==> config.mk <==
export PLATFORM = sky130hd
export DESIGN_NAME = ext_bus_responder_flat
export DESIGN_NICKNAME = d
export VERILOG_FILES = /design/src/rtl/ext_bus_responder_if.sv /design/src/rtl/ext_bus_responder.sv /design/src/flat_wrapper.sv
export SDC_FILE = /design/constraint.sdc
export NUM_CORES = 1
export LEC_CHECK = 0
export ABC_AREA = 1
export CAP_MARGIN = 40
export CORE_MARGIN = 3
export CORE_UTILIZATION = 25
export CTS_BUF_LIST = sky130_fd_sc_hd__clkbuf_4 sky130_fd_sc_hd__clkbuf_8
export CTS_CLUSTER_DIAMETER = 60
export CTS_CLUSTER_SIZE = 25
export DETAILED_ROUTE_END_ITERATION = 6
export DONT_BUFFER_PORTS = 1
export HOLD_SLACK_MARGIN = 0.05
export PLACE_DENSITY_LB_ADDON = 0.1
export SLEW_MARGIN = 10
export SYNTH_ARGS = -nofsm -noshare
export SYNTH_HDL_FRONTEND = slang
export SYNTH_SLANG_ARGS = --single-unit
==> constraint.sdc <==
create_clock -name clk -period 1.8 [get_ports clk]
set_input_delay 0.27 -clock clk [delete_from_list [all_inputs] [get_ports clk]]
set_output_delay 0.27 -clock clk [all_outputs]
set_load 0.01 [all_outputs]
==> src/rtl/ext_bus_responder_if.sv <==
// ext_bus_responder_if: external-bus byte lanes, local memory port and error pulses.
interface ext_bus_responder_if;
  logic [7:0] ob_data;
  logic ob_pty;
  logic [7:0] ib_data;
  logic ib_pty;
  logic mem_req;
  logic mem_we;
  logic [3:0] mem_sel;
  logic [31:0] mem_addr;
  logic [31:0] mem_wdata;
  logic [31:0] mem_rdata;
  logic mem_ack;
  logic parity_err;
  logic proto_err;
  modport master (
    output ob_data, ob_pty, mem_rdata, mem_ack,
    input ib_data, ib_pty, mem_req, mem_we, mem_sel, mem_addr, mem_wdata, parity_err, proto_err
  );
  modport slave (
    input ob_data, ob_pty, mem_rdata, mem_ack,
    output ib_data, ib_pty, mem_req, mem_we, mem_sel, mem_addr, mem_wdata, parity_err, proto_err
  );
endinterface

==> src/rtl/ext_bus_responder.sv <==
// ext_bus_responder: decodes outbound command frames into one 32-bit memory access and returns status/read data inbound.
module ext_bus_responder #(
  parameter int TIMEOUT = 255,
  parameter int CNT_W = 8
) (
  input logic clk,
  input logic rst,
  ext_bus_responder_if.slave bus
);
  typedef enum logic [2:0] {IDLE, ADDR, DATA, MEM, RESP_STAT, RESP_DATA} state_t;
  state_t state_q, state_d;
  logic [1:0] idx_q, idx_d;
  logic err_q, err_d;
  logic [CNT_W-1:0] cnt_q, cnt_d;
  logic [31:0] rdata_q, rdata_d;
  logic [7:0] ib_data_q, ib_data_d;
  logic ib_pty_q;
  logic mem_req_q, mem_req_d;
  logic mem_we_q, mem_we_d;
  logic [3:0] mem_sel_q, mem_sel_d;
  logic [31:0] mem_addr_q, mem_addr_d;
  logic [31:0] mem_wdata_q, mem_wdata_d;
  logic parity_err_q, parity_err_d;
  logic proto_err_q, proto_err_d;
  logic bad, start, last, frame_err;
  assign bad = bus.ob_pty != ^bus.ob_data;
  assign start = !bad && bus.ob_data[7];
  assign last = idx_q == 2'd3;
  assign frame_err = err_q | bad;
  always_comb begin
    state_d = state_q;
    idx_d = idx_q;
    err_d = err_q;
    cnt_d = cnt_q;
    rdata_d = rdata_q;
    ib_data_d = 8'h00;
    mem_req_d = mem_req_q;
    mem_we_d = mem_we_q;
    mem_sel_d = mem_sel_q;
    mem_addr_d = mem_addr_q;
    mem_wdata_d = mem_wdata_q;
    parity_err_d = bad;
    proto_err_d = 1'b0;
    case (state_q)
      IDLE: if (start) begin
        mem_we_d = bus.ob_data[6];
        mem_sel_d = bus.ob_data[3:0];
        err_d = 1'b0;
        idx_d = 2'd0;
        state_d = ADDR;
      end
      ADDR: begin
        mem_addr_d[{idx_q, 3'b000} +: 8] = bus.ob_data;
        err_d = frame_err;
        idx_d = idx_q + 2'd1;
        if (last) begin
          state_d = mem_we_q ? DATA : MEM;
          mem_req_d = !mem_we_q && !frame_err;
          cnt_d = '0;
        end
      end
      DATA: begin
        mem_wdata_d[{idx_q, 3'b000} +: 8] = bus.ob_data;
        err_d = frame_err;
        idx_d = idx_q + 2'd1;
        if (last) begin
          state_d = MEM;
          mem_req_d = !frame_err;
          cnt_d = '0;
        end
      end
      MEM: begin
        proto_err_d = start;
        // ack is tested before the timeout so a same-cycle ack still succeeds
        if (err_q) begin
          ib_data_d = 8'h81;
          state_d = RESP_STAT;
        end else if (bus.mem_ack) begin
          mem_req_d = 1'b0;
          rdata_d = bus.mem_rdata;
          ib_data_d = 8'h80;
          state_d = RESP_STAT;
        end else if (cnt_q == CNT_W'(TIMEOUT - 1)) begin
          mem_req_d = 1'b0;
          ib_data_d = 8'h82;
          state_d = RESP_STAT;
        end else cnt_d = cnt_q + 1'b1;
      end
      RESP_STAT: begin
        proto_err_d = start;
        idx_d = 2'd0;
        ib_data_d = (ib_data_q == 8'h80 && !mem_we_q) ? rdata_q[7:0] : 8'h00;
        state_d = (ib_data_q == 8'h80 && !mem_we_q) ? RESP_DATA : IDLE;
      end
      RESP_DATA: begin
        proto_err_d = start;
        idx_d = idx_q + 2'd1;
        ib_data_d = last ? 8'h00 : rdata_q[{idx_d, 3'b000} +: 8];
        state_d = last ? IDLE : RESP_DATA;
      end
      default: state_d = IDLE;
    endcase
  end
  always_ff @(posedge clk) begin
    if (rst) begin
      state_q <= IDLE;
      idx_q <= '0;
      err_q <= 1'b0;
      cnt_q <= '0;
      rdata_q <= '0;
      ib_data_q <= '0;
      ib_pty_q <= 1'b0;
      mem_req_q <= 1'b0;
      mem_we_q <= 1'b0;
      mem_sel_q <= '0;
      mem_addr_q <= '0;
      mem_wdata_q <= '0;
      parity_err_q <= 1'b0;
      proto_err_q <= 1'b0;
    end else begin
      state_q <= state_d;
      idx_q <= idx_d;
      err_q <= err_d;
      cnt_q <= cnt_d;
      rdata_q <= rdata_d;
      ib_data_q <= ib_data_d;
      ib_pty_q <= ^ib_data_d;
      mem_req_q <= mem_req_d;
      mem_we_q <= mem_we_d;
      mem_sel_q <= mem_sel_d;
      mem_addr_q <= mem_addr_d;
      mem_wdata_q <= mem_wdata_d;
      parity_err_q <= parity_err_d;
      proto_err_q <= proto_err_d;
    end
  end
  assign bus.ib_data = ib_data_q;
  assign bus.ib_pty = ib_pty_q;
  assign bus.mem_req = mem_req_q;
  assign bus.mem_we = mem_we_q;
  assign bus.mem_sel = mem_sel_q;
  assign bus.mem_addr = mem_addr_q;
  assign bus.mem_wdata = mem_wdata_q;
  assign bus.parity_err = parity_err_q;
  assign bus.proto_err = proto_err_q;
endmodule

==> src/flat_wrapper.sv <==
// flat-port wrapper written by rule: the top's interface ports become plain ports
module ext_bus_responder_flat 
#(
  parameter int TIMEOUT = 255,
  parameter int CNT_W = 8
)
  (clk, rst, bus_ob_data, bus_ob_pty, bus_mem_rdata, bus_mem_ack, bus_ib_data, bus_ib_pty, bus_mem_req, bus_mem_we, bus_mem_sel, bus_mem_addr, bus_mem_wdata, bus_parity_err, bus_proto_err);
  ext_bus_responder_if bus_i ();
  input logic clk;
  input logic rst;
  input wire logic [$bits(bus_i.ob_data)-1:0] bus_ob_data;
  input wire logic [$bits(bus_i.ob_pty)-1:0] bus_ob_pty;
  input wire logic [$bits(bus_i.mem_rdata)-1:0] bus_mem_rdata;
  input wire logic [$bits(bus_i.mem_ack)-1:0] bus_mem_ack;
  output wire logic [$bits(bus_i.ib_data)-1:0] bus_ib_data;
  output wire logic [$bits(bus_i.ib_pty)-1:0] bus_ib_pty;
  output wire logic [$bits(bus_i.mem_req)-1:0] bus_mem_req;
  output wire logic [$bits(bus_i.mem_we)-1:0] bus_mem_we;
  output wire logic [$bits(bus_i.mem_sel)-1:0] bus_mem_sel;
  output wire logic [$bits(bus_i.mem_addr)-1:0] bus_mem_addr;
  output wire logic [$bits(bus_i.mem_wdata)-1:0] bus_mem_wdata;
  output wire logic [$bits(bus_i.parity_err)-1:0] bus_parity_err;
  output wire logic [$bits(bus_i.proto_err)-1:0] bus_proto_err;
  assign bus_i.ob_data = bus_ob_data;
  assign bus_i.ob_pty = bus_ob_pty;
  assign bus_i.mem_rdata = bus_mem_rdata;
  assign bus_i.mem_ack = bus_mem_ack;
  assign bus_ib_data = bus_i.ib_data;
  assign bus_ib_pty = bus_i.ib_pty;
  assign bus_mem_req = bus_i.mem_req;
  assign bus_mem_we = bus_i.mem_we;
  assign bus_mem_sel = bus_i.mem_sel;
  assign bus_mem_addr = bus_i.mem_addr;
  assign bus_mem_wdata = bus_i.mem_wdata;
  assign bus_parity_err = bus_i.parity_err;
  assign bus_proto_err = bus_i.proto_err;
  ext_bus_responder #(.TIMEOUT(TIMEOUT), .CNT_W(CNT_W)) u_core (.clk(clk), .rst(rst), .bus(bus_i));
endmodule
**After elaboration in Yosys (flattened, before gate mapping)**

Index checks and enable logic that the tools add are counted.

- Bits in registers: 127
- Input bits: 44
- Output and inout bits: 81
- Word-level logic and storage cells: 98

- $add $sub $neg: 3
- Equal/unequal tests: 18
- Shift-type cells: 3
- Multiplexer cells: 33
- Bitwise gates (word level): 3
- Reductions and logical operators: 24

Operator list:

| kind | number |
|---|---|
| 2-to-1 mux 8 bit | 9 |
| bitwise mux 32 bit | 2 |
| variable shift 8 x 7 -> 32 bit, first input constant | 1 |
| indexed part select 32 x 6 -> 8 bit | 1 |
| indexed part select 8 x 7 -> 32 bit | 1 |
| 2-to-1 mux 3 bit | 8 |
| one-hot mux 8 bit (3 select lines) | 1 |
| one-hot mux 3 bit (6 select lines) | 1 |
| equality test 8 bit, second input constant | 2 |
| one-hot mux 8 bit (2 select lines) | 1 |
| parity 8 bit | 2 |
| AND reduction 5 bit | 2 |
| adder 8 x 1 -> 8 bit, second input constant | 1 |
| != test 2 x 1 -> 1 bit, second input constant | 4 |
| 2-to-1 mux 1 bit | 7 |
| negation 5 -> 7 bit | 1 |
| equality test 3 x 2 -> 1 bit, second input constant | 2 |
| equality test 3 bit, second input constant | 2 |
| != test 2 bit, second input constant | 3 |
| one-hot mux 2 bit (3 select lines) | 1 |
| AND reduction 2 bit | 3 |
| nonzero test 3 bit | 2 |
| OR reduction 3 bit | 2 |
| != test 4 x 2 -> 1 bit, second input constant | 1 |
| other kinds (17) | 24 |

**Logic depth before layout (Yosys ltp)**

Gate-level depths: netlist of the first run.

- Word-level depth: 7
- Depth in mapped cells: 18
- Mapped depth without buffers: 16

**Worst setup path before layout of the first run**

OpenSTA, ideal clock, no wires.

- Kind: register to register
- Start: register u_core.idx_q[0]
- End: register u_core.ib_pty_q, in the netlist u_core.bus.ib_pty
- Setup time: 0.113 ns
- Arrival: 1.885 ns
- Required time: 1.687 ns
- Path slack: -0.197 ns
- Cell stages (with the launch flop): 17
- Buffers on the path: 3
- Period minus slack after synthesis: 1.997 ns
- Path through: dfxtp_1 buf_4 inv_2 buf_2 ha_1 buf_2 nand3_1 nand3_1 nand2_1 nor2_1 nand2_1 nand2_1 nand2_1 nand2_1 nand2_1 nand2_1 nor2_1

- Longest elaborated chain between the ends: 5
- Elaborated cells on any way between the ends: 6
- Those cells by class: 1 x add/sub; 1 x eq/ne; 1 x shift; 2 x mux; 1 x reduce/logical

Ends and longest elaborated chain:

| what | line | text |
|---|---|---|
| start: declaration | ext_bus_responder.sv:12 | `logic [1:0] idx_q, idx_d;` |
| start signal: assignment | ext_bus_responder.sv:122 | `idx_q <= idx_d;` |
| adder 2 x 1 -> 2 bit | ext_bus_responder.sv:97 | `idx_d = idx_q + 2'd1;` |
| indexed part select 32 x 6 -> 8 bit | ext_bus_responder.sv:98 | `ib_data_d = last ? 8'h00 : rdata_q[{idx_d, 3'b000} +: 8];` |
| 2-to-1 mux 8 bit * | ext_bus_responder.sv:98 |  |
| one-hot mux 8 bit (3 select lines) * | ext_bus_responder.sv:44 | `case (state_q)` |
| parity 8 bit * | ext_bus_responder.sv:127 | `ib_pty_q <= ^ib_data_d;` |
| end signal: assignment | ext_bus_responder.sv:127 |  |
| end: declaration | ext_bus_responder.sv:17 | `logic ib_pty_q;` |

Every way passes the cells marked *; elsewhere a longest branch is shown, timed or not.
A chain may end at the register's enable or synchronous reset.

**Worst setup path after layout of the first run**

- Start: register u_core.idx_q[0]
- End: register u_core.mem_wdata_q[19], in the netlist u_core.bus.mem_wdata[19]

- Longest elaborated chain between the ends: 3
- Elaborated cells on any way between the ends: 4
- Those cells by class: 1 x add/sub; 2 x shift; 1 x mux

Ends and longest elaborated chain:

| what | line | text |
|---|---|---|
| negation 5 -> 7 bit * | ext_bus_responder.sv:63 | `mem_wdata_d[{idx_q, 3'b000} +: 8] = bus.ob_data;` |
| indexed part select 8 x 7 -> 32 bit or variable shift 8 x 7 -> 32 bit (tied branches) | ext_bus_responder.sv:63 |  |
| bitwise mux 32 bit * | ext_bus_responder.sv:63 |  |
| end signal: assignment | ext_bus_responder.sv:132 | `mem_wdata_q <= mem_wdata_d;` |
| end: declaration | ext_bus_responder.sv:22 | `logic [31:0] mem_wdata_q, mem_wdata_d;` |

Marked as above.

==> results of run 1 <==
==> power breakdown <==
group | leakage (µW) | total [µW] | internal (µW) | switching (µW)
Combinational | 0.00194 | 1240 | 498 | 741
Sequential | 0.00103 | 3010 | 2900 | 107
Clock | 0.000228 | 2890 | 1600 | 1290
==> area by class of cell <==
class	count	share of cell area, %
clock buffer	19	3.317
clock inverter	13	2.634
inverter	98	5.121
multi-input combinational	561	38.47
sequential	127	33.15
tap	280	4.552
timing repair buffer	108	12.66
timing repair inverter	1	0.09755
==> synthesized netlist by cell type, drive strengths merged <==
cell,number
a211oi,4
a21oi,71
and2,1
buf,20
clkbuf,15
clkinv,1
dfxtp,127
ha,7
inv,97
nand2,152
nand3,41
nand4,4
nor2,157
nor3,18
o21ai,99
or2,1
xnor2,4
xor2,2
==> cell families after synthesis <==
kind of cell / share of synthesized area (%)
simple gates: 27.83
compound gates: 15.52
buf+inv: 9.371
flops: 44.81
fa+ha+maj: 1.543
xor+xnor: 0.9261
==> stage by stage <==
stage,util (%),total power [µW],cell area (µm²)
2_1_floorplan,-,3673,5714
4_1_cts,32.89,7044,7267
3_3_place_gp,28.73,4011,6347
5_1_grt,34.83,7504,7696
3_5_place_dp,28.73,4002,6347
6_report,34.83,7136,7696
==> final timing paths <==
| path | depth (start not counted) | from | end | slack (ns) |
|---|---|---|---|---|
| max | 9 | u_core.idx_q[0] | u_core.bus.mem_wdata[19] | -0.06 |
| min | 2 | bus_ob_data[7] | u_core.bus.proto_err | 0.08 |
| max reg2reg | 9 | u_core.idx_q[0] | u_core.bus.mem_wdata[19] | -0.06 |
| min reg2reg | 2 | u_core.rdata_q[15] | u_core.rdata_q[15] | 0.46 |
==> metal layers <==
metal / share of wire (%) / up-vias / GRT usage (%)
met5: 0 / - / 0
met4: 0.64 / 0 / 3.585
met3: 6.9 / 8 / 5.614
met2: 46 / 91 / 23.96
met1: 47 / 2309 / 19.00
li1: - / 2806 / -
==> cells in the final DEF (no fill, tap or decap), drive strengths merged, types with 3 or more instances in the layout <==
master,n
clkbuf,19
nand3,41
dfxtp,127
a21oi,71
clkinv,5
a211oi,4
bufinv,4
nand4,4
nand2,152
o21ai,99
nor2,157
xnor2,4
nor3,18
clkinvlp,3
inv,100
ha,7
buf,70
dlygate4sd3,38
==> critical path, cell delays in order (launching register included) <==
cell and delay, ns:
dfxtp_4 0.38, inv_6 0.05, ha_4 0.34, clkinv_8 0.10, buf_6 0.13, nor2_4 0.15
clkinvlp_4 0.21, nor3_4 0.26, nor2_1 0.08, nor2_1 0.10
==> flip-flops by register name, indices dropped and copies added, names as in the netlist <==
name / count
u_core.cnt_q: 8
u_core.state_q: 3
u_core.bus.mem_addr: 32
u_core.idx_q: 2
u_core.bus.mem_req: 1
u_core.bus.proto_err: 1
u_core.rdata_q: 32
u_core.bus.parity_err: 1
u_core.bus.ib_pty: 1
u_core.bus.ib_data: 8
u_core.err_q: 1
u_core.bus.mem_wdata: 32
u_core.bus.mem_we: 1
u_core.bus.mem_sel: 4
==> what timing repair did <==
item	CTS	global route
gates cloned	0	1
setup endpoints to repair	20	57
pin swaps	6	48
gates resized for setup	19	92
hold endpoints to repair	74	28
setup buffers	2	11
hold buffers	38	1
==> reports/results.ini, run 1 <==
[sta]
drv_slew=0
hold_viol_final=0
setup_viol=8
max_slew.worst_pin.slew_ns=0.4258
worst_slack_ns=-0.05776
rsz0062_at_grt=yes
hold_slack_ns=0.08199
skew_ns=0.01375
period_share_pct=103.2
fin_setup_tns_ns=-0.1528
max_freq_ghz=0.5383
period_minus_slack_ns=1.858
max_slew_margin_pct=71.57

[place]
routabilityCongestion=0.7581
hpwl_um=13350
dp_cells=1126
port_buffers=0
pre_cts_ws_ns=-0.07185

[routing]
wl_per_cell_um=15.22
vias_per_cell=4.320
drt_first_pass_iters=4
wirelength_um=18370
ant_nets=0
first_iter_violations=276
vias=5214
drc=0

[finish]
drive_gt1_share_pct=23.30
fin_cells=1207
seq_area_um2=2551
synthToLayoutAreaGrowth_pct=35.63
antenna_cells=0
nFillCells=2352
fin_nets=965
multiInputGateArea_um2=2960

[pwr]
leakagePower_uw=0.003200
power.density_nw_per_um2=927.2
ir_drop_v=0.0003247

[clocking]
tritoncts=built
root_buffer=clkbuf_8
cts.sinks=127
clock_latency_ns=0.45
cts.path.max_buffers=2
cts_max_level=4
clk_pin_slew_ns=0.09
cts_made_buffers=17

[global_routing]
grt_antenna_before_repair=0
grt_pass1_wl_um=28410
overflow=0
grt_use_total_pct=14.91
grt_pass1_vias=5263
grt_start_max_net_pins=31

[floorplanning]
dieWidth_um=156.7
die_area_um2=24540
initial_core_util_pct=25.68
die_y_um=156.7
coreArea_um2=22090
num_io_pins=125
rows=54

[run_status]
violations=negative setup slack
status=finished, violations left

[worst_hold_path]
min_path_type=primary input to flop

[logic_synthesis]
syn-mean-instance-area_um2=6.911
yosysTopAreaCell=dfxtp_1
syn-instance-count=821
yosys_warnings=0
ys_ff_latch=127
ys_types=29
netlist_area_um2=5674
synth_top_area_share_pct=44.81
syn-num-nets=872
seq_area_frac_synth_pct=44.81
synth_area_leaders=dfxtp_1, nor2_1, nand2_1, o21ai_0, a21oi_1

[setup_path]
arrival_ns=2.25
start_kind=flop
required_ns=2.20
critPathCaptureType=flop
criticalPathCategory=flop to flop
worstPathMaxFanout=7

[flow_run]
cap_violations=0

No activity file was read; power rests on OpenSTA's default activity.
==> run 2: changes to the inputs <==
- CORE_ASPECT_RATIO: not set -> 1.5
==> run 2 against run 1 <==
Compared with the run above:
- the run now ends clean
- clock skew increased by 0.0023 ns
- global-route usage is 0.47 points higher
- critical endpoint is now u_core.bus.ib_pty
- routed wire length rose by 2.5%
- non-clock buffer count is 7 lower
- total power down 4.2%
- critical path type unchanged
- fmax grew 4.8%
- register-to-register slack improved by 0.09 ns
- largest cell class unchanged
==> reports/results.ini, run 2 (synthesis results as in run 1) <==
[global_routing]
overflow=0  ; unchanged
grt_start_max_net_pins=49  ; was 31
grt_pass1_vias=5409  ; was 5263
grt_antenna_before_repair=0  ; unchanged
grt_pass1_wl_um=29070  ; was 28410 µm
grt_use_total_pct=15.37  ; was 14.91%

[routing]
drc=0  ; unchanged
first_iter_violations=280  ; was 276
vias=5438  ; was 5214
wirelength_um=18830  ; was 18370 µm
vias_per_cell=4.570  ; was 4.320
drt_first_pass_iters=5  ; was 4
ant_nets=0  ; unchanged
wl_per_cell_um=15.82  ; was 15.22 µm

[setup_path]
path_common_cell=nand2_1  ; was nor2_1
criticalPathCategory=flop to flop  ; unchanged
required_ns=2.14  ; was 2.20 ns
cp_slowest_stage_delay_ns=0.38  ; about the same
path_buf_inv=2  ; was 4
crit_slowest_cell=dfxtp_4  ; unchanged
worstPathMaxFanout=5  ; was 7
critPathCaptureType=flop  ; unchanged
arrival_ns=2.11  ; was 2.25 ns
crit_chain=inv_4 -> ha_4 -> buf_6 -> nand3_2 -> nand3_2 -> nand2_1 -> nor2_2 -> nand2_1 -> nand2_1 -> nand2_1 -> nand2_2 -> nand2_1 -> nand2_1 -> nor2_1  ; was inv_6 -> ha_4 -> clkinv_8 -> buf_6 -> nor2_4 -> clkinvlp_4 -> nor3_4 -> nor2_1 -> nor2_1
path_delay_family=simple AND/OR/NAND/NOR gates  ; unchanged
start_kind=flop  ; unchanged

[pwr]
power.switching_uw=1944  ; was 2136 µW
ir_drop_v=0.0005085  ; was 0.0003247 V
seqPwrFrac_pct=44.1  ; was 42.2%
power.density_nw_per_um2=919.9  ; was 927.2 nW/µm²
leakagePower_uw=0.003117  ; was 0.003200 µW
p_sw_share_pct=28.45  ; was 29.93%
comb_power_share_pct=16.2  ; was 17.4%
p_int_uw=4889  ; was 5000 µW
clkPwrFrac_pct=39.7  ; was 40.4%

[place]
pre_cts_ws_ns=-0.07084  ; was -0.07185 ns
placed_area_um2=6295  ; was 6347 µm²
hpwl_um=13920  ; was 13350 µm
routabilityCongestion=0.8147  ; was 0.7581
port_buffers=0  ; unchanged

[sta]
period_share_pct=98.48  ; was 103.2%
worst_slack_ns=0.02729  ; was -0.05776 ns
fin_setup_tns_ns=0  ; was -0.1528 ns
period_minus_slack_ns=1.773  ; was 1.858 ns
rsz0062_at_grt=yes  ; unchanged
skew_ns=0.01610  ; was 0.01375 ns
max_freq_ghz=0.5641  ; was 0.5383 GHz
max_slew_margin_pct=76.84  ; was 71.57%
setup_viol=0  ; was 8
max_slew.worst_pin.slew_ns=0.3437  ; was 0.4258 ns
drv_slew=0  ; unchanged
hold_viol_final=0  ; unchanged

[flow_run]
cap_violations=0  ; unchanged

[finish]
layout_commonest_cell=nor2_1  ; unchanged
fin_nets=957  ; was 965
final_cell_mix=nor2_1, nand2_1, dfxtp_1  ; unchanged
synthToLayoutAreaGrowth_pct=30.92  ; was 35.63%
final_area_um2=7428  ; was 7696 µm²
drive_gt1_share_pct=19.72  ; was 23.30%
fin_util_pct=33.82  ; was 34.83%
antenna_cells=0  ; unchanged

[clocking]
cts.sinks=127  ; unchanged
cts_max_level=4  ; unchanged
root_buffer=clkbuf_8  ; unchanged
clk_pin_slew_ns=0.08  ; was 0.09 ns
cts.path.max_buffers=2  ; unchanged
cts_made_buffers=17  ; unchanged
tritoncts=built  ; unchanged
clock_latency_ns=0.45  ; about the same

[floorplanning]
initial_core_util_pct=25.83  ; was 25.68%
num_io_pins=125  ; unchanged
dieWidth_um=129.0  ; was 156.7 µm
die_area_um2=24580  ; was 24540 µm²
die_y_um=190.5  ; was 156.7 µm
coreArea_um2=21970  ; was 22090 µm²
rows=66  ; was 54

[worst_hold_path]
min_path_type=primary input to flop  ; unchanged

[run_status]
status=completed  ; was finished, violations left

## run 2: cell types whose count changed in the layout (fill, tap and decap cells not counted), sizes merged
| cell | before | now |
|---|---|---|
| clkinv | 5 | 3 |
| inv | 100 | 98 |
| clkbuf | 19 | 22 |
| bufinv | 4 | 3 |
| buf | 70 | 63 |
## run 2: worst paths after layout
path	from	end	slack [ns]	cells after the start
setup / recovery	u_core.idx_q[0]	u_core.bus.ib_pty	0.03	14
hold / removal	rst	u_core.bus.ib_data[5]	0.08	2
setup reg to reg	u_core.idx_q[0]	u_core.bus.ib_pty	0.03	14
hold reg to reg	u_core.rdata_q[15]	u_core.rdata_q[15]	0.46	2
## run 2: layout make-up
class                   instances  area (µm²)
multi-input cells             561        2791
flip-flops and latches        127        2551
repair buffers                101       930.9
clock inverters                 9       131.4
clock buffers                  22       302.8
inverters                      98       380.4
well taps                     272       340.3
fillers                      2383       14540
## run 2: stage by stage
step / total power, µW / hold slack, ns / instances
floorplan: 3673 / 0.4049 / 821
global placement: 3979 / 0.3436 / 1109
detailed placement: 3980 / 0.3448 / 1109
CTS: 6845 / 0.05631 / 1180
global route: 7185 / 0.07891 / 1190
finish: 6834 / 0.08438 / 1190
## run 2: what timing repair did
item / CTS / global route
endpoints found under the setup margin: 34 / 52
hold buffers: 38 / 1
pin swaps: 2 / 24
hold endpoints to repair: 73 / 1
resized for setup: 14 / 61
setup buffers: 2 / 9
## run 2: worst register-to-register path, delay by kind of cell, from the launching register on
kind	cells	cell delay, ns
simple gates	11	0.78
buf+inv	2	0.17
fa+ha+maj	1	0.33
flops	1	0.38
## run 2: power by group through the flow
stage | sequential [µW] | clock [µW] | combinational, µW
final | 3010 | 2710 | 1100
after floorplan | 3060 | 0 | 615
after global placement | 3080 | 0 | 900
after CTS | 3020 | 2810 | 1020
after detailed placement | 3080 | 0 | 900
after global routing | 3030 | 2910 | 1240
## run 2: routing by layer
| metal | up-vias | global-route usage (%) | share of wire (%) |
|---|---|---|---|
| li1 | 2785 | - | - |
| met1 | 2534 | 16.50 | 39 |
| met2 | 110 | 28.53 | 54 |
| met3 | 9 | 4.652 | 5.5 |
| met4 | 0 | 4.527 | 1.1 |
| met5 | - | 0 | 0 |
==> run 3: changes to the inputs <==
- ABC_AREA: 1 -> not set
- clock period: 1.8 -> 2.12 ns (I/O delays scaled with it)
==> run 3 against run 2 <==
Compared with the run above:
- the flow now finishes with violations (negative hold slack, negative setup slack)
- global-route usage decreased by 0.33 points
- non-clock buffer count is 27 lower
- count of clock-buffer cells in the layout shrank 2
- final cell count decreased by 16%
- via count shrank 10%
- core utilization is 2.1 points lower
- combinational power fell by 24%
- total power shrank 16%
- sequential share of layout area up 3.3 points
- register-to-register slack lost 0.16 ns
- fmax down 21%
- clock skew about the same
- critical endpoint unchanged
- largest power group unchanged
- highest routed layer unchanged
==> reports/results.ini, run 3 <==
[run_status]
status=finished, violations left  ; was completed
violations=negative hold slack, negative setup slack

[finish]
drive_gt1_share_pct=16.53  ; was 19.72%
fin_util_pct=31.71  ; was 33.82%
antenna_cells=0  ; unchanged
fin_nets=764  ; was 957
synthToLayoutAreaGrowth_pct=23.20  ; was 30.92%
final_cell_mix=nand2_1, dfxtp_1, a21oi_1  ; was nor2_1, nand2_1, dfxtp_1
layout_commonest_cell=nand2_1  ; was nor2_1
nFillCells=2274  ; was 2383

[global_routing]
grt_pass1_wl_um=27570  ; was 29070 µm
grt_pass1_vias=4806  ; was 5409
grt_start_max_net_pins=113  ; was 49
overflow=0  ; unchanged
grt_use_total_pct=15.05  ; was 15.37%
grt_antenna_before_repair=0  ; unchanged

[sta]
max_slew_margin_pct=63.95  ; was 76.84%
fin_setup_tns_ns=-0.1306  ; was 0 ns
hold_slack_ns=-0.05138  ; was 0.08438 ns
rsz0062_at_grt=yes  ; unchanged
max_freq_ghz=0.4443  ; was 0.5641 GHz
period_minus_slack_ns=2.251  ; was 1.773 ns
worst_slack_ns=-0.1306  ; was 0.02729 ns
drv_slew=0  ; unchanged
period_share_pct=106.2  ; was 98.48%
hold_viol_final=9  ; was 0
skew_ns=0.01607  ; was 0.01610 ns
max_slew.worst_pin.slew_ns=0.5389  ; was 0.3437 ns
setup_viol=1  ; was 0

[floorplanning]
coreArea_um2=21310  ; was 21970 µm²
die_area_um2=23790  ; was 24580 µm²
initial_core_util_pct=25.74  ; was 25.83%
num_io_pins=125  ; unchanged
dieWidth_um=126.9  ; was 129.0 µm
die_y_um=187.4  ; was 190.5 µm
rows=65  ; was 66

[worst_hold_path]
min_path_type=primary input to flop  ; unchanged
hold_path_depth=1  ; was 2

[pwr]
comb_power_share_pct=14.6  ; was 16.2%
p_total_uw=5721  ; was 6834 µW
seqPwrFrac_pct=43.6  ; was 44.1%
p_sw_share_pct=26.67  ; was 28.45%
p_int_uw=4195  ; was 4889 µW
power.density_nw_per_um2=846.8  ; was 919.9 nW/µm²
power.switching_uw=1526  ; was 1944 µW
ir_drop_v=0.0003777  ; was 0.0005085 V
clkPwrFrac_pct=41.8  ; was 39.7%
leakagePower_uw=0.002299  ; was 0.003117 µW

[setup_path]
cp_slowest_stage_delay_ns=0.57  ; was 0.38 ns
path_common_cell=xnor2_1  ; was nand2_1
startpoint=u_core.idx_q[0]  ; unchanged
arrival_ns=2.58  ; was 2.11 ns
start_kind=flop  ; unchanged
path_delay_family=multiplexers  ; was simple AND/OR/NAND/NOR gates
crit_end=u_core.bus.ib_pty  ; unchanged
critPathCaptureType=flop  ; unchanged
path_buf_inv=1  ; was 2
required_ns=2.45  ; was 2.14 ns
criticalPathCategory=flop to flop  ; unchanged
crit_chain=inv_4 -> ha_4 -> mux4_2 -> o21ai_2 -> a32oi_2 -> xor2_1 -> xnor2_1 -> xnor2_1 -> nor2_1  ; was inv_4 -> ha_4 -> buf_6 -> nand3_2 -> nand3_2 -> nand2_1 -> nor2_2 -> nand2_1 -> nand2_1 -> nand2_1 -> nand2_2 -> nand2_1 -> nand2_1 -> nor2_1
reg2reg_from=u_core.idx_q[0]  ; unchanged
r2r_end=u_core.bus.ib_pty  ; unchanged
worst_r2r_path_depth=9  ; was 14
r2r_setup_slack_ns=-0.13  ; was 0.03 ns
crit_slowest_cell=mux4_2  ; was dfxtp_4
critical_path_depth=9  ; was 14
worstPathMaxFanout=7  ; was 5

[logic_synthesis]
syn-num-nets=723  ; was 872
syn-instance-count=672  ; was 821
ys_types=47  ; was 29
synth.most_common_cell=nand2_1  ; was nor2_1
yosys_warnings=0  ; unchanged
synth_common_cells=nand2_1, dfxtp_1, a21oi_1, nand3_1, clkbuf_1  ; was nor2_1, nand2_1, dfxtp_1, o21ai_0, inv_1
netlist_area_um2=5484  ; was 5674 µm²
synth_area_leaders=dfxtp_1, a21oi_1, nand2_1, nand3_1, mux4_2  ; was dfxtp_1, nor2_1, nand2_1, o21ai_0, a21oi_1
synth_top_area_share_pct=46.36  ; was 44.81%
yosysTopAreaCell=dfxtp_1  ; unchanged
synth-edff-count=0  ; unchanged
synthFlopType=dfxtp_1  ; unchanged
ys_ff_latch=127  ; unchanged
syn-mean-instance-area_um2=8.161  ; was 6.911 µm²
synthArstFlopShare_pct=0  ; unchanged
seq_area_frac_synth_pct=46.36  ; was 44.81%

[routing]
dr_wl_met2_um=9286  ; was 10190 µm
top_layer=met4  ; unchanged
wl_per_cell_um=17.90  ; was 15.82 µm
ant_nets=0  ; unchanged
first_iter_violations=179  ; was 280
drt_first_pass_iters=4  ; was 5
vias_per_cell=4.906  ; was 4.570
met1Wirelength_um=6795  ; was 7381 µm
wirelength_um=17800  ; was 18830 µm
vias=4877  ; was 5438
route.met3.wl_um=1136  ; was 1043 µm
drc=0  ; unchanged

[clocking]
cts_made_buffers=17  ; unchanged
clk_pin_slew_ns=0.08  ; about the same
root_buffer=clkbuf_8  ; unchanged
cts.path.max_buffers=2  ; unchanged
cts.sinks=127  ; unchanged
tritoncts=built  ; unchanged
cts_max_level=4  ; unchanged
clock_latency_ns=0.45  ; about the same

[place]
routabilityCongestion=0.7940  ; was 0.8147
hpwl_um=13000  ; was 13920 µm
port_buffers=0  ; unchanged

[flow_run]
cap_violations=0  ; unchanged

-- run 3: worst min-delay path by stage --
stage / to / slack (ns) / startpoint
2_1_floorplan: u_core.rdata_q[31] / 0.43 / u_core.rdata_q[31]
3_3_place_gp: u_core.bus.mem_wdata[17] / 0.40 / rst
3_5_place_dp: u_core.bus.mem_sel[3] / 0.40 / rst
4_1_cts: u_core.bus.mem_wdata[16] / -0.11 / rst
5_1_grt: u_core.bus.mem_sel[2] / -0.10 / rst
6_report: u_core.bus.mem_sel[2] / -0.05 / rst
-- run 3: repair_timing --
| item | 4_1_cts | 5_1_grt |
|---|---|---|
| gates resized for setup | 10 | 8 |
| endpoints found under the setup margin | 5 | 10 |
| hold buffers | 5 | 16 |
| hold endpoints to repair | 110 | 105 |
| pin swaps | 7 | 3 |
| buffers inserted | 5 | 1 |
| gates cloned | 0 | 0 |
-- run 3: kinds of logic after synthesis --
kind of cell / count (synthesis) / synth area share, %
simple gates: 298 / 24.64
compound gates: 150 / 15.24
flops: 127 / 46.36
buf+inv: 60 / 4.609
xor+xnor: 16 / 3.171
mux: 14 / 4.381
fa+ha+maj: 7 / 1.597
-- run 3: cell type report --
type,instances,area (µm²),area share [%]
repair buffers,74,631.9,9.352
well taps,268,335.3,4.963
clock inverters,12,182.7,2.704
clock buffers,20,269.0,3.981
inverters,8,32.53,0.4815
flip-flops and latches,127,2545,37.67
multi-input cells,485,2760,40.85
-- run 3: metal layers --
layer | track usage (%) | vias to the layer above
met4 | 6.771 | 0
met5 | 0 | -
li1 | - | 2399
met2 | 26.75 | 155
met3 | 4.714 | 37
met1 | 16.10 | 2286
-- run 3: power groups by stage --
stage | clock network [µW] | logic (µW) | registers, µW
2_1_floorplan | 0 | 584 | 2540
3_3_place_gp | 0 | 747 | 2550
3_5_place_dp | 0 | 755 | 2550
4_1_cts | 2490 | 802 | 2490
5_1_grt | 2580 | 920 | 2500
6_report | 2390 | 835 | 2490
-- run 3: metrics by stage --
stage          setup slack (ns)  std cells  cell area (µm²)  hold WS (ns)
3_5_place_dp            -0.2407        935             5988        0.4027
4_1_cts                -0.08943        977             6563       -0.1135
2_1_floorplan           -0.3923        672             5525        0.4331
5_1_grt                 -0.2464        994             6756       -0.1008
3_3_place_gp            -0.1478        935             5988        0.4010
6_report                -0.1306        994             6756      -0.05138
